==> src/rtl/rr_arb_mux.sv <==
// N-channel arbitrating multiplexer: picks one valid channel per cycle (round-robin
// or fixed priority) and captures its word and index into an output register.
module rr_arb_mux #(
    parameter int WIDTH     = 32,
    parameter int N         = 2,
    parameter bit FIXED_PRI = 1'b0,
    localparam int SEL_W    = $clog2(N)
) (
    input  logic                 clk,
    input  logic                 rst,
    input  logic [N*WIDTH-1:0]   in_data,
    input  logic [N-1:0]         in_valid,
    output logic [N-1:0]         in_ready,
    output logic [WIDTH-1:0]     out_data,
    output logic [SEL_W-1:0]     out_sel,
    output logic                 out_valid,
    input  logic                 out_ready
);

    logic [WIDTH-1:0] out_data_q,   out_data_d;
    logic [SEL_W-1:0] out_sel_q,    out_sel_d;
    logic             out_valid_q,  out_valid_d;
    logic [SEL_W-1:0] last_grant_q, last_grant_d;

    logic             load_en;
    logic             grant_valid;
    logic [SEL_W-1:0] grant_idx;
    logic [SEL_W-1:0] search_idx;
    logic [WIDTH-1:0] chan_data [N];

    genvar gi;
    generate
        for (gi = 0; gi < N; gi++) begin : g_chan
            assign chan_data[gi] = in_data[gi*WIDTH +: WIDTH];
            assign in_ready[gi]  = grant_valid && (grant_idx == SEL_W'(gi));
        end
    endgenerate

    assign load_en = !out_valid_q || out_ready;

    // Scan from the lowest-priority candidate up so the last hit is the winner.
    always_comb begin
        grant_valid = 1'b0;
        grant_idx   = '0;
        search_idx  = '0;
        if (load_en && !rst) begin
            if (FIXED_PRI) begin
                for (int i = N - 1; i >= 0; i--) begin
                    if (in_valid[i]) begin
                        grant_valid = 1'b1;
                        grant_idx   = SEL_W'(i);
                    end
                end
            end else begin
                for (int k = N; k >= 1; k--) begin
                    search_idx = SEL_W'((int'(last_grant_q) + k) % N);
                    if (in_valid[search_idx]) begin
                        grant_valid = 1'b1;
                        grant_idx   = search_idx;
                    end
                end
            end
        end
    end

    always_comb begin
        out_data_d   = out_data_q;
        out_sel_d    = out_sel_q;
        out_valid_d  = out_valid_q;
        last_grant_d = last_grant_q;
        if (load_en) begin
            if (grant_valid) begin
                out_data_d   = chan_data[grant_idx];
                out_sel_d    = grant_idx;
                out_valid_d  = 1'b1;
                last_grant_d = grant_idx;
            end else begin
                out_valid_d  = 1'b0;
            end
        end
    end

    // last_grant resets to N-1 so channel 0 is searched first.
    always_ff @(posedge clk) begin
        if (rst) begin
            out_data_q   <= '0;
            out_sel_q    <= '0;
            out_valid_q  <= 1'b0;
            last_grant_q <= SEL_W'(N - 1);
        end else begin
            out_data_q   <= out_data_d;
            out_sel_q    <= out_sel_d;
            out_valid_q  <= out_valid_d;
            last_grant_q <= last_grant_d;
        end
    end

    assign out_data  = out_data_q;
    assign out_sel   = out_sel_q;
    assign out_valid = out_valid_q;

endmodule

==> config.mk <==
export PLATFORM = sky130hd
export DESIGN_NAME = rr_arb_mux
export DESIGN_NICKNAME = d
export VERILOG_FILES = /design/src/rtl/rr_arb_mux.sv
export SDC_FILE = /design/constraint.sdc
export NUM_CORES = 1
export LEC_CHECK = 0
export CAP_MARGIN = 10
export CORE_UTILIZATION = 24
export CTS_BUF_LIST = sky130_fd_sc_hd__clkbuf_2 sky130_fd_sc_hd__clkbuf_4 sky130_fd_sc_hd__clkbuf_8
export DETAILED_ROUTE_END_ITERATION = 16
export PLACE_DENSITY = 0.58
export SETUP_SLACK_MARGIN = 0.05
export SKIP_CTS_REPAIR_TIMING = 1
export SYNTH_ARGS = -nofsm -noshare
export SYNTH_HDL_FRONTEND = slang
export SYNTH_SLANG_ARGS = --single-unit
==> constraint.sdc <==
create_clock -name clk -period 2.2 [get_ports clk]
set_input_delay 0.66 -clock clk [delete_from_list [all_inputs] [get_ports clk]]
set_output_delay 0.66 -clock clk [all_outputs]
set_load 0.02 [all_outputs]
# --- Word level (Yosys, flattened, before mapping) ---
# Cells that the tools add are included.
totals:
  register_bits: 35
  latchBits: 0
  mem_bits_rw: 0
  romBits: 0
  out_inout_bits: 36
  elab_cells: 32
  n_memories: 0
classes:
  addsub: 2
  n_mul: 0
  div: 0
  order_cmp: 3
  n_eq_ne: 0
  shift: 0
  n_mux: 14
  bitwise: 2
  n_reduce_logical: 7
ops:
  columns: ["operator", "n"]
  rows:
  - ["32-bit 2-to-1 mux", 3]
  - ["1-bit 2-to-1 mux", 11]
  - ["1-bit by 2-bit less-than comparator with 1-bit output (second input constant)", 2]
  - ["1-bit logical AND", 3]
  - ["1-bit adder (second input constant)", 2]
  - ["2-bit greater-or-equal comparator (second input constant)", 1]
  - ["1-bit zero test", 2]
  - ["1-bit inverter with 2-bit output", 1]
  - ["2-bit AND reduction", 1]
  - ["1-bit logical OR", 1]
  - ["1-bit inverter", 1]

# --- Depth between registers and ports, before layout ---
# Gate-level depths: netlist (run 1).
logic_depth:
  depth_word: 10
  mapped_depth: 6

# --- Worst setup path after synthesis (run 1) ---
# No wires, ideal clock.
synth_path:
  kind: "input -> output"
  from: "input rst"
  to: "output in_ready[0]"
  arrival_ns: 1.390
  path_slack_ns: 0.150
  cell_stages: 4
  path_cell_list: "buf_2 > and4b_1 > buf_2 > buf_2"
synth_via:
  elab_chain_cells: 5
  word_cells_on_any_way: 6
synth_lines:
  columns: ["item", "line", "rtl"]
  rows:
  - ["start, declared", "10", "input logic rst,"]
  - ["1-bit zero test *", "46", "if (load_en && !rst) begin"]
  - ["1-bit logical AND *", "46", null]
  - ["1-bit 2-to-1 mux", "46", null]
  - ["1-bit inverter", "35", "assign in_ready[gi] = grant_valid && (grant_idx == SEL_W'(gi));"]
  - ["1-bit logical AND *", "35", null]
  - ["end, declared", "13", "output logic [N-1:0] in_ready,"]
# Every way passes the cells marked *; elsewhere a longest branch is shown, timed or not.

# --- Worst setup path after layout (run 1) ---
layout_path:
  from: "register out_valid_q, in the netlist out_valid"
  to: "output out_valid"
layout_lines:
  columns: ["item", "line", "rtl"]
  rows:
  - ["start, declared", "22", "logic out_valid_q, out_valid_d;"]
  - ["start signal, assigned", "93", "out_valid_q <= out_valid_d;"]
  - ["end, declared", "16", "output logic out_valid,"]
# No word-level cell between the ends.

==> results of run 1 <==
## cells by family (layout without fill, tap and decap cells)
kind of cell | count (synthesis) | after routing | synth area share (%)
flops | 35 | 35 | 43.8
buf+inv | 53 | 153 | 15.6
simple gates | 6 | 6 | 3.21
compound gates | 70 | 70 | 37.4
## cell usage after synthesis
library cell and count:
a21o_1 1, nand2b_4 1, a21oi_1 4, or2_1 1
nor2_1 1, a311o_1 1, nand2b_1 1, a211oi_1 32
dfxtp_1 35, buf_1 1, and3_4 1, inv_1 33
a221o_1 32, buf_2 10, buf_6 5, and4b_1 1
clkbuf_1 4
## registers in the layout, indices dropped and copies added, names as in the netlist
register	cells
out_data	32
last_grant_q	1
out_sel	1
out_valid	1
## metrics by stage
stage | power (mW) | setup TNS [ps] | worst slack [ps] | instances
3_5_place_dp | 1.20 | -1070 | -532 | 333
6_report | 1.67 | 0 | 256 | 341
4_1_cts | 1.69 | -1090 | -547 | 341
2_1_floorplan | 0.941 | 0 | 150 | 164
5_1_grt | 1.76 | 0 | 198 | 341
3_3_place_gp | 1.20 | -1090 | -545 | 333
## area by class of cell
type | instances | area [µm²]
inverter | 33 | 124
tap | 77 | 96.3
sequential | 35 | 701
clock buffer | 7 | 83.8
multi-input combinational | 76 | 653
fill | 653 | 3610
timing repair buffer | 112 | 1110
clock inverter | 1 | 5.00
## power by group
group          leakage, nW  internal, mW  switching, mW  total (mW)
combinational        0.711         0.266          0.202       0.468
clock               0.0491         0.247          0.231       0.478
sequential           0.290         0.691         0.0308       0.722
total                 1.05          1.20          0.464        1.67
## worst max-delay path by stage
stage,startpoint,endpoint,slack (ps),cells after the start
3_5_place_dp,out_ready,in_ready[0],-530,4
6_report,out_valid,out_valid,260,1
5_1_grt,out_valid,out_valid,200,1
2_1_floorplan,rst,in_ready[0],150,4
3_3_place_gp,out_ready,in_ready[0],-540,4
4_1_cts,out_ready,in_ready[0],-550,4
## layer usage
metal	GRT usage [%]	vias to the layer above
met5	0	-
met3	4.65	5
li1	-	809
met4	4.62	0
met2	23.2	72
met1	20.4	760
==> key figures, run 1 <==
Setup path
  • Max Fanout on Critical Path: 2
  • Register-to-register setup slack: 770 ps
  • Kind of critical path: flip-flop to output port
  • Slowest stage cell, crit path: clkdlybuf4s50_1
  • Delay-heaviest family, CP: buffers and inverters
  • Crit path cell chain: clkdlybuf4s50_1
  • R2r endpoint: out_data[1]
  • CP Launch Type: flip-flop
  • CP endpoint kind: output port
  • Largest stage delay, worst path: 620 ps
  • Worst path buffer plus inverter count: 1
  • CP arrival: 1280 ps
  • Reg2reg start: last_grant_q
  • Required @ worst endpoint: 1540 ps
  • Path depth of the worst reg2reg path: 4

Route
  • Metal1 wirelength: 2430 µm
  • Routed via count divided by cell count: 4.83
  • Starting DRT DRC Count: 87
  • Drt wl/cell: 15.1 µm
  • Wire length on met3: 433 µm
  • Top Layer Used: met4
  • Number of remaining DRC errors: 0
  • Vias: 1646
  • Routed wire length: 5150 µm
  • Drt pass-1 iters: 4
  • Met2 routed WL: 2240 µm
  • Final ANT Viol Nets: 0

Hold path
  • Endpoint, Worst Hold: out_sel
  • Hold Crit Start: out_sel
  • Hold Path Class: flip-flop to flip-flop
  • Min-Delay Path Depth: 1

Die
  • Core ar.: 6390 µm²
  • Die H: 83.6 µm
  • Number of I/O pins: 105
  • Die width: 83.6 µm
  • Die Area: 6990 µm²
  • Std cell rows: 29
  • Initial core utilization: 25.0%

Timing
  • Fin. Hold Viols: 0
  • Final Skew: 2.91 ps
  • Crit share post-route: 88.4%
  • Setup violations, final: 0
  • Final Max Tran Viols: 0
  • F_max: 0.514 GHz
  • Rel. slew slack: 73.2%
  • Hold_ws: 473 ps
  • Final Critical Period: 1940 ps
  • RSZ-0062 raised after global routing: no
  • Worst slew pin tran: 402 ps

Synthesis
  • Yosys warns: 0
  • Cells after Synth: 164
  • Area contributors post-synth: dfxtp_1 (44%), a221o_1 (20%), a211oi_1 (15%)
  • Syn_nets: 233
  • Yosys cell types: 17
  • Post-synth top area cell: dfxtp_1
  • Syn avg cell area: 9.75 µm²
  • Seq cells post-synth: 35
  • Register area share after synthesis: 43.8%
  • Post-synth top area share: 43.8%
  • Synthesized cell area: 1600 µm²

Placement
  • Hpwl dp: 3380 µm
  • I/O Buffers: 104
  • Post-DP Area: 2670 µm²
  • RePlAce Congestion: 0.704

Clocking
  • H-tree Lvls: 2
  • CTS sink count: 35
  • Root Driver: clkbuf_8
  • Worst skew pair latency: 280 ps
  • Clock buffers created by TritonCTS: 5
  • Clock transition at path regs: 70 ps
  • Max Buffers Root-to-Sink: 2
  • CTS tree: built

Global route
  • First-pass GRT wire length: 8510 µm
  • Largest net degree at the start of global routing: 37
  • Overflow after GRT: 0
  • Global-route usage over all layers: 15.2%
  • Antenna violations before repair: 0
  • Vias in the first global route: 1658

Cells and area
  • Share of layout cells above drive strength 1: 7.95%
  • Final net count: 332
  • Most common cell after layout, fill and taps aside: clkdlybuf4s50_1
  • Design Area, Final: 2770 µm²
  • # diodes: 0
  • Area Growth Syn to Fin: 73.4%
  • Core Util, Final: 43.4%
  • Commonest cells after routing, fill and taps aside: clkdlybuf4s50_1 (98), dfxtp_1 (35), inv_1 (33)

Power and ir drop
  • Pwr/cell area: 602 nW/µm²
  • Worst IR Drop VDD: 0.000310 V
  • Static Leak: 1.05 nW

Job
  • Max Cap Viol: 0

Run status
  • Status: complete, no violations
Power figures use the tool's default switching activity.
==> inputs of run 2 (changes only) <==
Clock period 2.2 ns to 2.5 ns, I/O delays scaled along.
==> key figures, run 2 (synthesis results as in run 1) <==
Placement
  • I/O Buffers: 104 (unchanged)
  • Hpwl dp: 3310 µm (-2.0%)
  • RePlAce Congestion: 0.705 (about the same)
  • Pre-CTS setup slack: -416 ps (+117 ps)
  • Post-DP Area: 2670 µm² (unchanged)

Route
  • Drt pass-1 iters: 4 (unchanged)
  • Final ANT Viol Nets: 0 (unchanged)
  • Routed via count divided by cell count: 4.82 (-0.12%)
  • Starting DRT DRC Count: 75 (-14%)
  • Routed wire length: 4910 µm (-4.7%)
  • Drt wl/cell: 14.4 µm (-4.7%)
  • Vias: 1644 (-0.12%)
  • Number of remaining DRC errors: 0 (unchanged)

Setup path
  • CP endpoint kind: output port
  • Largest stage delay, worst path: 500 ps (-120 ps)
  • CP Launch Type: input pin
  • Path depth of the worst reg2reg path: 4 (unchanged)
  • Crit path cell chain: clkdlybuf4s50_1 -> nand2b_1 -> and4b_2 -> buf_6
  • Delay-heaviest family, CP: buffers and inverters
  • Crit path depth: 4 (+3)
  • CP arrival: 1700 ps (+420 ps)
  • Kind of critical path: input pin to output port
  • Slowest stage cell, crit path: clkdlybuf4s50_1
  • Max Fanout on Critical Path: 3 (+1)
  • Worst path buffer plus inverter count: 2 (+1)
  • Required @ worst endpoint: 1750 ps (+210 ps)

Cells and area
  • Share of layout cells above drive strength 1: 7.95% (unchanged)
  • Commonest cells after routing, fill and taps aside: clkdlybuf4s50_1 (99), dfxtp_1 (35), inv_1 (33)
  • Area Growth Syn to Fin: 73.1%
  • Final net count: 332 (unchanged)
  • Design Area, Final: 2770 µm² (-0.18%)
  • Area of the multi-input gates: 651 µm² (-0.38%)
  • Most common cell after layout, fill and taps aside: clkdlybuf4s50_1
  • Fill count: 624 (-4.4%)
  • Max FFs per register: 32 (unchanged)
  • # diodes: 0 (unchanged)
  • Seq. cell area: 701 µm² (unchanged)

Timing
  • Final Skew: 7.15 ps (+4.24 ps)
  • Final WS setup: 45.8 ps (-210 ps)
  • RSZ-0062 raised after global routing: yes
  • Rel. slew slack: 73.1% (-0.084 points)
  • Hold_ws: 476 ps (+3.25 ps)
  • Worst slew pin tran: 403 ps (+1.25 ps)
  • Final Max Tran Viols: 0 (unchanged)
  • Setup violations, final: 0 (unchanged)
  • Final Critical Period: 2450 ps
  • F_max: 0.407 GHz
  • Fin. Hold Viols: 0 (unchanged)
  • Crit share post-route: 98.2%

Run status
  • Status: complete, no violations

Power and ir drop
  • Worst IR Drop VDD: 0.000303 V (-2.2%)
  • Pwr/cell area: 532 nW/µm² (-12%)
  • Static Leak: 1.04 nW (-1.4%)

Clocking
  • CTS sink count: 35 (unchanged)
  • H-tree Lvls: 2 (unchanged)
  • Max Buffers Root-to-Sink: 2 (unchanged)
  • Worst skew pair latency: 290 ps (about the same)
  • Clock buffers created by TritonCTS: 5 (unchanged)
  • Clock transition at path regs: 70 ps (about the same)
  • Root Driver: clkbuf_8
  • CTS tree: built

Global route
  • Overflow after GRT: 0 (unchanged)
  • Vias in the first global route: 1728 (+4.2%)
  • Largest net degree at the start of global routing: 37 (unchanged)
  • First-pass GRT wire length: 8420 µm (-1.1%)
  • Antenna violations before repair: 0 (unchanged)
  • Global-route usage over all layers: 15.0% (-0.17 points)

Die
  • Core ar.: 6390 µm² (unchanged)
  • Die width: 83.6 µm (unchanged)
  • Die Area: 6990 µm² (unchanged)
  • Number of I/O pins: 105 (unchanged)
  • Initial core utilization: 25.0% (unchanged)
  • Die H: 83.6 µm (unchanged)
  • Std cell rows: 29 (unchanged)

Hold path
  • Hold Path Class: flip-flop to flip-flop
  • Min-Delay Path Depth: 1 (unchanged)

Job
  • Max Cap Viol: 0 (unchanged)
run 2: per-stage QoR:
step / TNS [ps] / instances / utilization (%) / total power, mW
2_1_floorplan: 0 / 164 / - / 0.829
3_5_place_dp: -820 / 333 / 41.8 / 1.06
4_1_cts: -840 / 341 / 43.2 / 1.49
5_1_grt: 0 / 341 / 43.3 / 1.55
3_3_place_gp: -830 / 333 / 41.8 / 1.06
6_report: 0 / 341 / 43.3 / 1.47
run 2: where the power goes:
part | leakage (nW) | switching [mW] | internal (mW)
clock | 0.0446 | 0.221 | 0.206
sequential | 0.290 | 0.0259 | 0.608
combinational | 0.701 | 0.177 | 0.234
total | 1.04 | 0.424 | 1.05
run 2: cell type report:
type | instances | share of cell area, %
Clock inverter | 2 | 0.452
Clock buffer | 6 | 2.76
Timing Repair Buffer | 112 | 40.0
Inverter | 33 | 4.48
Sequential cell | 35 | 25.3
Multi-Input combinational cell | 76 | 23.5
Tap cell | 77 | 3.48
run 2: layer usage:
layer	global-route usage, %	up-vias	wire, µm
met5	0	-	0
met4	4.31	0	42
met3	5.44	7	430
met2	22.9	74	2080
met1	19.8	748	2360
li1	-	815	-
run 2: worst paths after layout:
check | slack, ps | endpoint | start
min reg2reg | 480 | out_sel | out_sel
max | 50 | in_ready[0] | in_valid[1]
max reg2reg | 1080 | out_data[20] | last_grant_q
min | 480 | out_sel | out_sel
==> inputs of run 3 (changes only) <==
Settings changed: ABC_AREA set to 1, PLACE_DENSITY 0.58 to 0.55.
==> key figures, run 3 <==
Die
  • Die width: 92.2 µm (+10%)
  • Number of I/O pins: 105 (unchanged)
  • Core ar.: 7810 µm² (+22%)
  • Initial core utilization: 25.0% (-0.055 points)
  • Std cell rows: 32 (+10%)
  • Die Area: 8490 µm² (+21%)
  • Die H: 92.2 µm (+10%)

Cells and area
  • Area Growth Syn to Fin: 62.9%
  • Area of the multi-input gates: 991 µm² (+52%)
  • Max FFs per register: 32 (unchanged)
  • Fill count: 822 (+32%)
  • Seq. cell area: 701 µm² (unchanged)
  • Final net count: 465 (+40%)
  • # diodes: 0 (unchanged)
  • Most common cell after layout, fill and taps aside: clkdlybuf4s50_1
  • Commonest cells after routing, fill and taps aside: clkdlybuf4s50_1 (99), nand2_1 (66), nor2_1 (64)
  • Layout Cells excl Fill: 499 (+46%)
  • Share of layout cells above drive strength 1: 12.6% (+4.6 points)
  • Core Util, Final: 40.7% (-2.6 points)
  • Design Area, Final: 3180 µm² (+15%)

Timing
  • Setup violations, final: 0 (unchanged)
  • Final Max Tran Viols: 0 (unchanged)
  • Final Critical Period: 2380 ps (-76.4 ps)
  • Hold_ws: 466 ps (-10.1 ps)
  • Final Skew: 2.45 ps (-4.70 ps)
  • Rel. slew slack: 48.0% (-25 points)
  • RSZ-0062 raised after global routing: no
  • Crit share post-route: 95.1% (-3.1 points)
  • Worst slew pin tran: 780 ps (+377 ps)
  • Fin. Hold Viols: 0 (unchanged)
  • F_max: 0.421 GHz (+3.2%)

Power and ir drop
  • Static Leak: 1.47 nW (+42%)
  • Pwr/cell area: 484 nW/µm² (-8.9%)
  • Total Power: 1.54 mW (+4.6%)
  • Worst IR Drop VDD: 0.000167 V (-45%)

Global route
  • Met3 Use GR: 4.31% (-1.1 points)
  • First-pass GRT wire length: 9190 µm (+9.2%)
  • Antenna violations before repair: 0 (unchanged)
  • Overflow after GRT: 0 (unchanged)
  • Met1 Usage GRT: 15.6% (-4.1 points)
  • Global-route met2 utilization: 23.5% (+0.60 points)
  • Largest net degree at the start of global routing: 68 (+84%)
  • Vias in the first global route: 2014 (+17%)
  • Global routing's busiest layer: met2
  • Global-route usage over all layers: 13.4% (-1.6 points)

Synthesis
  • Syn_nets: 366 (+57%)
  • Cells after Synth: 297 (+81%)
  • Seq cells post-synth: 35 (unchanged)
  • Synthesized cell area: 1950 µm² (+22%)
  • Area contributors post-synth: dfxtp_1 (36%), nand2_1 (13%), nor2_1 (13%)
  • Post-synth EDFFs: 0 (unchanged)
  • Ys flop type: dfxtp_1
  • Register area share after synthesis: 35.9% (-7.9 points)
  • Most common cell in the netlist: nand2_1
  • Post-synth top area cell: dfxtp_1
  • Top cells by instance count after synthesis: nand2_1 (69), nor2_1 (65), inv_1 (36)
  • Syn avg cell area: 6.57 µm² (-33%)
  • Post-synth top area share: 35.9% (-7.9 points)
  • Yosys warns: 0 (unchanged)
  • Yosys cell types: 16 (-1)
  • Post-synth ARST share: 0% (unchanged)

Route
  • Drt wl/cell: 10.8 µm (-25%)
  • Final ANT Viol Nets: 0 (unchanged)
  • Starting DRT DRC Count: 69 (-8.0%)
  • Routed wire length: 5400 µm (+10%)
  • Routed via count divided by cell count: 4.23 (-12%)
  • Number of remaining DRC errors: 0 (unchanged)
  • Vias: 2113 (+29%)
  • Drt pass-1 iters: 4 (unchanged)

Setup path
  • R2r endpoint: out_data[10]
  • CP endpoint kind: output port
  • CP arrival: 1630 ps (-70 ps)
  • CP Launch Type: input pin
  • Kind of critical path: input pin to output port
  • Required @ worst endpoint: 1750 ps (about the same)
  • Largest stage delay, worst path: 460 ps (-40 ps)
  • Path depth of the worst reg2reg path: 7 (+3)
  • Register-to-register setup slack: 880 ps (-200 ps)
  • Slowest stage cell, crit path: clkdlybuf4s50_1
  • Max Fanout on Critical Path: 3 (unchanged)
  • Reg2reg start: out_valid
  • Crit path cell chain: clkdlybuf4s50_1 -> a21oi_2 -> nand2_2 -> inv_2 -> buf_6

Clocking
  • Clock transition at path regs: 70 ps (about the same)
  • Max Buffers Root-to-Sink: 2 (unchanged)
  • H-tree Lvls: 2 (unchanged)
  • Clock buffers created by TritonCTS: 5 (unchanged)
  • Worst skew pair latency: 280 ps (about the same)
  • CTS sink count: 35 (unchanged)
  • Root Driver: clkbuf_8
  • CTS tree: built

Run status
  • Status: complete, no violations

Job
  • Max Cap Viol: 0 (unchanged)

Hold path
  • Min-Delay Path Depth: 2 (+1)
  • Hold Crit Start: out_sel
  • Endpoint, Worst Hold: out_sel
  • Hold Path Class: flip-flop to flip-flop

Placement
  • RePlAce Congestion: 0.712 (+1.1%)
  • Post-DP Area: 3050 µm² (+14%)
  • Hpwl dp: 3540 µm (+6.9%)
  • I/O Buffers: 104 (unchanged)
  • Dpl cells: 490 (+47%)
[run 3: layout make-up]
cell class	instances	area share, %
timing repair buffer	113	35.1
multi-input combinational	204	31.2
sequential	35	22.1
inverter	37	4.37
tap	102	4.02
clock buffer	8	3.27
[run 3: critical path: cells and delay by family]
family                 cells  cell delay (ps)
AOI/OAI and AO/OA          1              160
buffers and inverters      3              630
and+or+nand+nor            1               80
[run 3: report_power, final]
part	internal [mW]	switching [mW]
sequential	0.599	0.0224
clock	0.262	0.196
combinational	0.232	0.226
[run 3: per-stage QoR]
step           TNS, ps  setup WS (ps)
2_1_floorplan        0            229
3_3_place_gp      -919           -462
3_5_place_dp      -987           -462
4_1_cts           -944           -473
5_1_grt              0           73.2
6_report             0            122
[run 3: kinds of logic after synthesis]
kind of cell,synth area share (%)
AO/OA/AOI/OAI,1.15
AND/OR/NAND/NOR,48.7
flip-flops,35.9
buffers and inverters,14.2
[run 3: how the worst max path moves through the flow]
stage | to | depth (start not counted) | slack (ps) | start
floorplan | in_ready[0] | 5 | 230 | rst
global placement | in_ready[0] | 6 | -460 | in_valid[0]
detailed placement | in_ready[1] | 6 | -460 | in_valid[1]
CTS | in_ready[0] | 6 | -470 | in_valid[0]
global route | out_data[15] | 8 | 70 | rst
finish | in_ready[1] | 5 | 120 | rst
[run 3: layer usage]
metal	vias up	part of all wire, %	routed length [µm]
li1	1106	-	-
met1	934	45	2420
met2	68	47	2530
met3	5	7.3	395
met4	0	0.94	51
met5	-	0	0
